## config.mk

```make
export PLATFORM = sky130hd
export DESIGN_NAME = sys_array_feeder
export DESIGN_NICKNAME = d
export VERILOG_FILES = /design/src/rtl/sys_array_pkg.sv /design/src/rtl/sys_array_skew_lane.sv /design/src/rtl/sys_array_feeder.sv
export SDC_FILE = /design/constraint.sdc
export NUM_CORES = 1
export LEC_CHECK = 0
export CORE_MARGIN = 2
export CORE_UTILIZATION = 45
export DETAILED_ROUTE_END_ITERATION = 16
export GPL_TIMING_DRIVEN = 0
export PLACE_DENSITY = 0.67
export SLEW_MARGIN = 20
export SYNTH_ARGS = -nofsm -noshare
export SYNTH_HDL_FRONTEND = slang
export SYNTH_SLANG_ARGS = --single-unit
```

## constraint.sdc

```tcl
create_clock -name clk -period 4.34 [get_ports clk]
set_clock_uncertainty 0.05 [all_clocks]
set_input_delay 0.868 -clock clk [delete_from_list [all_inputs] [get_ports clk]]
set_output_delay 0.868 -clock clk [all_outputs]
set_load 0.01 [all_outputs]
```

## src/rtl/sys_array_pkg.sv

```systemverilog
// Shared types and helpers for the systolic-array front end.
package sys_array_pkg;

   localparam int DATA_WIDTH_DEF = 8;

   typedef logic [DATA_WIDTH_DEF-1:0] data_t;

   typedef enum logic [1:0] {
      IDLE   = 2'd0,
      STREAM = 2'd1,
      DRAIN  = 2'd2
   } feeder_state_t;

   // Lane-count field width; a single lane still needs one bit.
   function automatic int lw_of(input int n);
      return (n > 1) ? $clog2(n) : 1;
   endfunction

endpackage

```

## src/rtl/sys_array_skew_lane.sv

```systemverilog
// One skew lane: a DEPTH-stage data+valid delay line that carries zeros in invalid slots.
module sys_array_skew_lane #(
   parameter int DATA_WIDTH = 8,
   parameter int DEPTH      = 1
) (
   input  logic                  clk,
   input  logic                  reset_n,
   input  logic                  in_valid,
   input  logic [DATA_WIDTH-1:0] in_data,
   output logic                  out_valid,
   output logic [DATA_WIDTH-1:0] out_data
);

   logic [DATA_WIDTH-1:0] data_q [DEPTH];
   logic [DATA_WIDTH-1:0] data_d [DEPTH];
   logic [DEPTH-1:0]      vld_q;
   logic [DEPTH-1:0]      vld_d;

   always_comb begin
      // Invalid slots enter as exact zeros so stale or unknown input never propagates.
      data_d[0] = in_valid ? in_data : '0;
      vld_d[0]  = in_valid;
      for (int i = 1; i < DEPTH; i++) begin
         data_d[i] = data_q[i-1];
         vld_d[i]  = vld_q[i-1];
      end
   end

   always_ff @(posedge clk) begin
      if (!reset_n) begin
         for (int i = 0; i < DEPTH; i++) begin
            data_q[i] <= '0;
         end
         vld_q <= '0;
      end else begin
         for (int i = 0; i < DEPTH; i++) begin
            data_q[i] <= data_d[i];
         end
         vld_q <= vld_d;
      end
   end

   assign out_valid = vld_q[DEPTH-1];
   assign out_data  = data_q[DEPTH-1];

endmodule

```

## src/rtl/sys_array_feeder.sv

```systemverilog
// Input stage for the systolic array: accepts unskewed vectors and emits the diagonally
// skewed, lane-gated stream, with burst tracking and an end-of-burst done pulse.
module sys_array_feeder
   import sys_array_pkg::*;
#(
   parameter int  DATA_WIDTH  = 8,
   parameter int  ARRAY_MAX_L = 10,
   localparam int LW          = lw_of(ARRAY_MAX_L)
) (
   input  logic                                   clk,
   input  logic                                   reset_n,
   input  logic [LW-1:0]                          array_w_l,
   input  logic                                   in_valid,
   output logic                                   in_ready,
   input  logic [0:ARRAY_MAX_L-1][DATA_WIDTH-1:0] in_data,
   input  logic                                   in_last,
   output logic [0:ARRAY_MAX_L-1][DATA_WIDTH-1:0] input_data,
   output logic [0:ARRAY_MAX_L-1]                 lane_valid,
   output logic                                   busy,
   output logic                                   done
);

   localparam logic [LW-1:0] W_MAX = LW'(ARRAY_MAX_L - 1);

   feeder_state_t state_q, state_d;
   logic [LW-1:0] w_l_q, w_l_d;
   logic [LW-1:0] cnt_q, cnt_d;
   logic          done_q, done_d;
   logic [LW-1:0] w_clamp;
   logic [LW-1:0] w_sel;
   logic          accept;

   assign in_ready = (state_q != DRAIN);
   assign busy     = (state_q != IDLE);
   assign done     = done_q;
   assign accept   = in_valid && in_ready;
   assign w_clamp  = (array_w_l > W_MAX) ? W_MAX : array_w_l;
   // The first vector of a burst is gated by the width being latched on the same edge.
   assign w_sel    = (state_q == IDLE) ? w_clamp : w_l_q;

   always_comb begin
      state_d = state_q;
      w_l_d   = w_l_q;
      cnt_d   = cnt_q;
      case (state_q)
         IDLE: begin
            if (accept) begin
               w_l_d = w_clamp;
               if (in_last) begin
                  state_d = DRAIN;
                  cnt_d   = w_clamp;
               end else begin
                  state_d = STREAM;
               end
            end
         end
         STREAM: begin
            if (accept && in_last) begin
               state_d = DRAIN;
               cnt_d   = w_l_q;
            end
         end
         DRAIN: begin
            if (cnt_q == '0) begin
               state_d = IDLE;
            end else begin
               cnt_d = cnt_q - 1'b1;
            end
         end
         default: state_d = IDLE;
      endcase
      // Counter reaches zero exactly when the last vector's element w_l is on its lane.
      done_d = (state_d == DRAIN) && (cnt_d == '0);
   end

   always_ff @(posedge clk) begin
      if (!reset_n) begin
         state_q <= IDLE;
         w_l_q   <= '0;
         cnt_q   <= '0;
         done_q  <= 1'b0;
      end else begin
         state_q <= state_d;
         w_l_q   <= w_l_d;
         cnt_q   <= cnt_d;
         done_q  <= done_d;
      end
   end

   for (genvar j = 0; j < ARRAY_MAX_L; j++) begin : g_lane
      logic lane_in_vld;
      assign lane_in_vld = accept && (LW'(j) <= w_sel);

      sys_array_skew_lane #(
         .DATA_WIDTH (DATA_WIDTH),
         .DEPTH      (j + 1)
      ) u_lane (
         .clk       (clk),
         .reset_n   (reset_n),
         .in_valid  (lane_in_vld),
         .in_data   (in_data[j]),
         .out_valid (lane_valid[j]),
         .out_data  (input_data[j])
      );
   end

endmodule

```

==> impl_metrics.json, run 1 <==
{
  "core.rowCount": 64,
  "critPathArrivalTime_ns": 1.95,
  "netlist_area_um2": 14100,
  "p_seq_share_pct": 49.4,
  "cpLargestDelayFamily": "buffers and inverters",
  "syn_to_final_growth_pct": 29.1,
  "yosysTopAreaCellShare_pct": 72.1,
  "port_buffers": 178,
  "grt_use_total_pct": 14.1,
  "via_count": 7665,
  "setup_tns_ns": 0,
  "avgRoutedWirePerCell_um": 12.4,
  "reg2reg_from": "state_q[1]",
  "ir_worst_vdd_mv": 0.255,
  "slew_headroom_pct": 49.2,
  "synth_area_leader_cell": "dfxtp_1",
  "initial_core_util_pct": 45.8,
  "dieArea_um2": 32700,
  "antenna_found_initial": 2,
  "clock_sinks": 506,
  "path_buf_inv": 3,
  "synth_edf_count": 0,
  "numCtsBuffers": 49,
  "die_h_um": 181,
  "ant_nets": 0,
  "drc": 0,
  "p_clk_share_pct": 47.4,
  "grt-ovfl-total": 0,
  "post-route-period-util_pct": 66.2,
  "finalWirelength_um": 22600,
  "rsz0062_at_grt": "false",
  "p_sw_share_pct": 19.2,
  "fmax_ghz": 0.348,
  "synth_seq_area_share_pct": 72.1,
  "drt_first_pass_iters": 4,
  "holdCritStartpoint": "g_lane[9].u_lane.data_q[0][44]",
  "p_leak_nw": 7.44,
  "ctsRootBufferMaster": "clkbuf_16",
  "layout-drive-gt1-share_pct": 7.63,
  "grt_max_degree": 16,
  "cts_tree": "built",
  "cts_max_level": 2,
  "finalHoldViolCount": 0,
  "syn_area_per_cell_um2": 12.3,
  "gp_congestion": 0.793,
  "period_minus_slack_ns": 2.87,
  "critPathLaunch": "state_q[1]",
  "path_clk_slew_ns": 0.06,
  "critPathMaxStageDelay_ns": 0.59,
  "critPathKind": "reg -> out",
  "power.internal_mw": 7.75,
  "synth_top_flop_cell": "dfxtp_1",
  "p_per_area_nw_per_um2": 529,
  "endpoint_kind": "primary output",
  "syn_inst": 1147,
  "setup_viol": 0,
  "layout.nets": 1465,
  "crit_fanout": 10,
  "dp_hpwl_um": 15400,
  "clockBufferDepth": 3,
  "status": "complete, no violations",
  "drtIter0Drc": 249,
  "layout_common_cells": "506 x dfxtp_1, 451 x and2_1, 178 x clkdlybuf4s50_1, 57 x clkbuf_1, 51 x clkbuf_16",
  "drv_slew": 0,
  "num_io_pins": 181,
  "ys_ff_latch": 506,
  "drv_cap": 0,
  "clk_latency_ns": 0.54,
  "cts_setup_buffers": 0,
  "vias_per_cell": 4.22,
  "critPathLaunchType": "flip-flop",
  "core_area_um2": 30700,
  "cpMaxStageDelayCell": "clkdlybuf4s50_1",
  "combPwrFrac_pct": 3.2,
  "ys_types": 44,
  "p_switching_mw": 1.84,
  "synth_area_leaders": "dfxtp_1 72%, and2_1 20%, clkbuf_1 1.3%",
  "grt_first_pass_wirelength_um": 37100,
  "postCtsResizedCells": 0,
  "hp-class": "reg -> reg",
  "synthArstFlopShare_pct": 0,
  "syn-num-nets": 1236,
  "yosysWarnings": 0,
  "holdBufCountCts": 0,
  "mostFrequentLayoutCell": "dfxtp_1",
  "path_cells": "buf_2 -> nor2b_1 -> inv_1 -> clkdlybuf4s50_1",
  "first_global_vias": 7532,
  "die_w_um": 181,
  "worstPathRequired_ns": 3.42,
  "tightest_slew_ns": 0.762,
  "fillCellCount": 2472,
  "final_util_pct": 59.2
}
-- worst register-to-register path, cell delays in order, from the launching register on --
cell and delay, ns:
dfxtp_1 0.30, buf_2 0.17, nor2_1 0.28, inv_1 0.15, o31ai_2 0.47, o21a_1 0.20
clkbuf_1 0.45, nor2_1 0.10
-- cell usage after synthesis (all sizes together), types with 2 or more instances --
library cell	instances
dfxtp	506
and2	451
clkbuf	50
nor2b	28
nor2	19
buf	14
nand2	11
inv	10
a21boi	8
mux2i	5
a21oi	3
nand2b	3
o21a	3
a211oi	2
a31oi	2
nor3	2
nor3b	2
o211ai	2
o21ai	2
o21bai	2
o31ai	2
or3	2
-- area by class of cell --
cell class	instances	area (um2)	area share [%]
plain buffers	64	288	1.59
well taps	396	495	2.73
repair buffers	178	1780	9.82
inverters	10	37.5	0.207
diodes	5	12.5	0.0690
flip-flops and latches	506	10100	55.8
clock inverters	22	350	1.93
multi-input cells	567	3600	19.8
clock buffers	69	1450	8.01
-- flip-flops by register name, indices dropped and copies added, names as in the netlist --
| name | flops |
|---|---|
| cnt_q | 4 |
| done | 1 |
| g_lane.u_lane.data_q | 440 |
| g_lane.u_lane.out_valid | 1 |
| g_lane.u_lane.vld_q | 54 |
| state_q | 2 |
| w_l_q | 4 |
-- routing by layer --
layer / GRT usage, % / share of wire [%] / vias to the layer above
li1: - / - / 3984
met1: 17.0 / 44 / 3453
met2: 24.4 / 48 / 171
met3: 3.43 / 5.6 / 55
met4: 5.06 / 2.8 / 2
met5: 0 / 0.040 / -
-- worst paths after layout --
path,to,slack [ns],cells after the start
setup / recovery,in_ready,1.47,4
hold / removal,g_lane[9].u_lane.data_q[0][52],0.38,1
setup reg to reg,g_lane[3].u_lane.data_q[0][3],2.04,7
hold reg to reg,g_lane[9].u_lane.data_q[0][52],0.38,1
-- metrics by stage --
step / instances / worst slack, ns / power (mW) / area (um2) / hold WS, ns
after floorplan: 1147 / 2.05 / 4.99 / 14100 / 0.362
after global placement: 1721 / 1.17 / 5.15 / 16300 / 0.363
after detailed placement: 1721 / 1.17 / 5.15 / 16300 / 0.367
after CTS: 1812 / 1.43 / 9.73 / 18100 / 0.380
after global routing: 1813 / 1.35 / 9.97 / 18100 / 0.388
final: 1817 / 1.47 / 9.59 / 18100 / 0.379
-- kinds of logic (layout without fill, tap and decap cells) --
family	count (synthesis)	in the layout	share of synthesized area, %
simple gates	526	526	23.0
fa+ha+maj	1	1	0.0890
buf+inv	74	343	2.32
compound gates	34	34	2.08
other cells	0	5	0
flops	506	506	72.1
mux	6	6	0.436
-- power groups by stage --
stage               clock network (mW)  registers [mW]  logic (mW)
floorplan                            0            4.84       0.148
global placement                     0            4.84       0.305
detailed placement                   0            4.84       0.310
CTS                               4.67            4.74       0.312
global route                      4.88            4.74       0.342
finish                            4.55            4.74       0.305
Power figures use the tool's default switching activity.
==> inputs of run 2 (changes only) <==
==> constraint.sdc (replaced) <==
create_clock -name clk -period 2.7 [get_ports clk]
set_clock_uncertainty 0.05 [all_clocks]
set_input_delay 0.54 -clock clk [delete_from_list [all_inputs] [get_ports clk]]
set_output_delay 0.54 -clock clk [all_outputs]
set_load 0.01 [all_outputs]
==> results of run 2 <==
Same layout as run 1 (identical final DEF). Status: complete, no violations.
Main changes from that run: setup slack after placement 1.17 ns -> -0.141 ns; setup slack after layout 1.47 ns -> 0.156 ns; register-to-register setup slack 2.04 ns -> 0.40 ns; total power 9.59 mW -> 15.4 mW; worst IR drop on VDD 0.255 mV -> 0.410 mV
==> inputs of run 3 (changes only) <==
--- a/config.mk
+++ b/config.mk
@@ -7,10 +7,10 @@
 export LEC_CHECK = 0
 export CORE_MARGIN = 2
 export CORE_UTILIZATION = 45
+export CTS_CLUSTER_SIZE = 16
 export DETAILED_ROUTE_END_ITERATION = 16
-export GPL_TIMING_DRIVEN = 0
+export GPL_TIMING_DRIVEN = 1
 export PLACE_DENSITY = 0.67
-export SLEW_MARGIN = 20
 export SYNTH_ARGS = -nofsm -noshare
 export SYNTH_HDL_FRONTEND = slang
 export SYNTH_SLANG_ARGS = --single-unit
==> impl_metrics.json, run 3 (synthesized netlist as in run 1, its figures left out) <==
{
  "regMostFlops": "g_lane.u_lane.data_q",
  "holdWs_ns": 0.371,
  "ctsRootBufferMaster": "clkbuf_16",
  "port_buffers": 180,
  "crit_fanout": 17,
  "dieArea_um2": 32700,
  "hp-class": "reg -> reg",
  "initial_core_util_pct": 45.8,
  "cpMaxStageDelayCell": "clkdlybuf4s50_1",
  "tightest_slew_ns": 0.644,
  "gp_congestion": 0.802,
  "critPathMaxStageDelay_ns": 0.60,
  "holdBufCountCts": 0,
  "worstPathRequired_ns": 2.11,
  "reg2reg_depth": 5,
  "grt_use_total_pct": 12.8,
  "layout.nets": 1411,
  "first_global_vias": 7095,
  "path_cells": "nor2b_1 -> inv_1 -> clkdlybuf4s50_1",
  "critPathKind": "reg -> out",
  "path_buf_inv": 2,
  "clock_sinks": 506,
  "layout-drive-gt1-share_pct": 7.36,
  "finalNonFillerCells": 1755,
  "die_w_um": 181,
  "clk_latency_ns": 0.53,
  "clockBufferDepth": 3,
  "drt_first_pass_iters": 4,
  "status": "complete, no violations",
  "drv_slew": 0,
  "ant_nets": 0,
  "finalWirelength_um": 20900,
  "grt-ovfl-total": 0,
  "reg_top3": "g_lane.u_lane.data_q (440), g_lane.u_lane.vld_q (54)",
  "largest_reg_flops": 440,
  "cts_max_level": 2,
  "vias_per_cell": 4.21,
  "p_seq_share_pct": 51.2,
  "min_path_cells": 1,
  "setup_viol": 0,
  "p_switching_mw": 2.89,
  "critPathLaunchType": "flip-flop",
  "period_minus_slack_ns": 2.53,
  "core_area_um2": 30700,
  "core.rowCount": 64,
  "cts_tree": "built",
  "p_leak_nw": 7.29,
  "finalHoldViolCount": 0,
  "rsz0062_at_grt": "false",
  "dp_hpwl_um": 12800,
  "numCtsBuffers": 49,
  "setup_tns_ns": 0,
  "slew_headroom_pct": 57.1,
  "syn_to_final_growth_pct": 26.8,
  "avgRoutedWirePerCell_um": 11.9,
  "die_h_um": 181,
  "power.internal_mw": 12.0,
  "cpLargestDelayFamily": "buffers and inverters",
  "ir_worst_vdd_mv": 0.433,
  "fmax_ghz": 0.395,
  "layout_common_cells": "504 x dfxtp_1, 451 x and2_1, 179 x clkdlybuf4s50_1, 51 x clkbuf_16, 28 x nor2b_1",
  "drtIter0Drc": 300,
  "critPathArrivalTime_ns": 1.94,
  "combPwrFrac_pct": 3.1,
  "mostFrequentLayoutCell": "dfxtp_1",
  "cts_setup_buffers": 0,
  "post-place-cells": 1667,
  "drc": 0,
  "post-route-period-util_pct": 93.7,
  "p_per_area_nw_per_um2": 836,
  "via_count": 7384,
  "crit_cells": 3,
  "endpoint_kind": "primary output",
  "p_clk_share_pct": 45.7,
  "grt_first_pass_wirelength_um": 34400,
  "drv_cap": 0,
  "grt_max_degree": 147,
  "num_io_pins": 181,
  "antenna_found_initial": 3,
  "path_clk_slew_ns": 0.06,
  "p_sw_share_pct": 19.4
}
==> run 3: cell types whose count changed in the layout (fill, tap and decap cells not counted), moves of 3 or more <==
| cell | previous run | this run |
|---|---|---|
| buf_4 | 10 | 7 |
| diode_2 | 5 | 1 |
| clkinv_2 | 9 | 5 |
| clkbuf_1 | 57 | 9 |
| bufinv_16 | 9 | 4 |
==> run 3: final timing paths <==
kind	from	to	slack [ns]
setup / recovery	state_q[0]	in_ready	0.17
setup reg to reg	state_q[0]	g_lane[3].u_lane.data_q[0][3]	0.67
hold / removal	g_lane[5].u_lane.data_q[0][3]	g_lane[5].u_lane.data_q[0][11]	0.37
hold reg to reg	g_lane[5].u_lane.data_q[0][3]	g_lane[5].u_lane.data_q[0][11]	0.37
==> run 3: power by group through the flow <==
stage          sequential, mW  clock (mW)  combinational, mW
2_1_floorplan            7.78           0              0.238
6_report                 7.63        6.81              0.460
4_1_cts                  7.63        7.02              0.469
3_3_place_gp             7.79           0              0.457
5_1_grt                  7.64        7.37              0.509
3_5_place_dp             7.79           0              0.466
==> run 3: repair_timing <==
| item | in CTS | in global routing |
|---|---|---|
| pin swaps | 0 | 0 |
| resized for setup | 1 | 1 |
| setup endpoints to repair | 2 | 1 |
==> run 3: layer usage <==
metal  GRT usage, %  vias to the layer above  part of all wire [%]  routed length [um]
met2           21.2                      176                    45                9380
met1           16.1                     3293                    46                9640
met5              0                        -                  0.12                  24
met3           3.43                       53                   5.9                1230
li1               -                     3858                     -                   -
met4           4.81                        4                   2.8                 592
==> run 3: stage by stage <==
step | setup slack, ns | util [%] | instance area, um2 | power [mW]
2_1_floorplan | 0.742 | - | 14100 | 8.02
3_3_place_gp | 0.213 | 52.6 | 16100 | 8.25
3_5_place_dp | 0.165 | 52.6 | 16100 | 8.26
4_1_cts | 0.134 | 58.1 | 17800 | 15.1
5_1_grt | 0.0455 | 58.1 | 17800 | 15.5
6_report | 0.170 | 58.1 | 17800 | 14.9
==> run 3: layout make-up <==
cell class,count,area [um2]
clock buffer,72,1480
timing repair buffer,188,1880
tap,396,495
sequential,506,10100
antenna,1,2.50
clock inverter,15,198
fill,2534,12900
inverter,10,37.5
multi-input combinational,567,3600
==> run 3: worst reg2reg max path, stage by stage, from the launching register on <==
cell and delay (ns):
dfxtp_2 0.40, nor2_1 0.28, inv_1 0.17, o31ai_2 0.42
o21a_1 0.46, nor2_1 0.12
==> RTL change: new RTL, settings of run 2 <==
Encoding of `feeder_state_t`: now one-hot (3 bits for 3 states).
--- a/src/rtl/sys_array_pkg.sv
+++ b/src/rtl/sys_array_pkg.sv
@@ -5,10 +5,10 @@
 
    typedef logic [DATA_WIDTH_DEF-1:0] data_t;
 
-   typedef enum logic [1:0] {
-      IDLE   = 2'd0,
-      STREAM = 2'd1,
-      DRAIN  = 2'd2
+   typedef enum logic [2:0] {
+      IDLE   = 3'b001,
+      STREAM = 3'b010,
+      DRAIN  = 3'b100
    } feeder_state_t;
 
    // Lane-count field width; a single lane still needs one bit.
Formal check against the unedited RTL: same outputs for any inputs over 4 cycles, from zero or initial values and one cycle with reset_n low; so few cycles prove little.
==> RTL change against run 2 <==
Design area is 0.96% higher. Count of clock-buffer cells in the layout fell by 8. Worst setup slack worse by 0.049 ns. Sequential power barely moved. Synthesized area is 1.4% higher. Total power decreased by 0.58%. Routed wire length fell by 0.71%. Sequential cell count grew 1.
==> RTL change: results (changes against run 2) <==
status=finished, final reports clean (unchanged); Metal-1 WL=10000 um (was 9910 um); main area contributors after synthesis=dfxtp_1 71%, and2_1 19%, clkbuf_1 1.3%, a21boi_0 1.1%, buf_4 0.68% (was dfxtp_1 72%, and2_1 20%, clkbuf_1 1.3%, nor2b_1 1.2%, a21boi_2 0.64%); Top Layer Used=met4 (was met5); Layout Nets=1478 (was 1465); met3 routed WL=1360 um (was 1250 um); Leak=0.00752 uW (was 0.00744 uW); Fillers=2562 (was 2472); Syn Nets=1248 (was 1236); detailed-route wire length=22400 um (was 22600 um); initial antenna violation count=0 (was 2); first-pass GRT wire length=37100 um (about the same); crit-path max cell delay=0.51 ns (was 0.59 ns); Seq/Total Area, Yosys=0.712 (was 0.721); DP Worst Slack=-0.135 ns (was -0.141 ns); GRT Util Overall=0.140 (was 0.141); vias in the first global route=7534 (was 7532); PortBufs=179 (was 178); leading post-synthesis cells by instance count=507 x dfxtp_1, 440 x and2_1, 48 x clkbuf_1, 20 x a21boi_0, 14 x nor2_1 (was 506 x dfxtp_1, 451 x and2_1, 50 x clkbuf_1, 28 x nor2b_1, 19 x nor2_1); Peak VDD IR=528 uV (was 410 uV); dpl hpwl=15600 um (was 15400 um); routed via count=7769 (was 7665); Routability Congestion=0.811 (was 0.793); Cell variety after synth=58 (was 44); measured slew at the worst slew-check pin=0.726 ns (was 0.762 ns); layout cell share with drive strength beyond 1=0.0903 (was 0.0763); Iteration-0 DRC Markers=264 (was 249)
-- RTL change: kinds of logic after synthesis --
kind of cell    count (synthesis)  share of synthesized area
simple gates                  513                      0.224
flops                         507                      0.712
buf+inv                        77                     0.0247
compound gates                 52                     0.0313
mux                             7                    0.00518
fa+ha+maj                       2                    0.00158
xor+xnor                        1                   0.000615
-- RTL change: area by class of cell --
| cell class | count | area (um2) | share of cell area |
|---|---|---|---|
| Tap cell | 402 | 503 | 0.0275 |
| Antenna cell | 1 | 2.50 | 0.000137 |
| Multi-Input combinational cell | 575 | 3760 | 0.205 |
| Sequential cell | 507 | 10100 | 0.554 |
| Buffer | 67 | 314 | 0.0171 |
| Clock buffer | 61 | 1400 | 0.0766 |
| Clock inverter | 30 | 358 | 0.0195 |
| Inverter | 10 | 37.5 | 0.00205 |
| Timing Repair Buffer | 179 | 1790 | 0.0978 |
-- RTL change: worst paths after layout --
path                                               end  slack, ns  cells after the start                                       from
max reg2reg   g_lane[1].u_lane.data_q[0][6]$_SDFF_PN0_       0.19                      6                      state_q[0]$_SDFF_PN1_
max                                               busy       0.11                      4                      state_q[0]$_SDFF_PN1_
min          g_lane[8].u_lane.data_q[0][43]$_SDFF_PN0_       0.37                      1  g_lane[8].u_lane.data_q[0][35]$_SDFF_PN0_
min reg2reg  g_lane[8].u_lane.data_q[0][43]$_SDFF_PN0_       0.37                      1  g_lane[8].u_lane.data_q[0][35]$_SDFF_PN0_
-- RTL change: worst max-delay path, delay by kind of cell, from the launching register on --
kind,cells,cell delay [ns]
and+or+nand+nor,1,0.34
DFF,1,0.31
buffers and inverters,3,0.81
-- RTL change: metrics by stage --
step                      std cells  area (um2)
after floorplan                1159       14300
after global placement         1740       16500
after detailed placement       1740       16500
after CTS                      1831       18300
after global routing           1831       18300
final                          1832       18300
-- RTL change: per-layer routing --
metal,track usage,up-vias
met5,0,-
met4,0.0445,0
met3,0.0391,41
met2,0.239,191
met1,0.171,3470
li1,-,4067
-- RTL change: power by group --
part	total, uW	internal [uW]	switching [uW]	leakage, uW
registers	7640	7610	33.1	0.00410
logic	571	287	285	0.00255
clock network	7120	4380	2740	0.000871
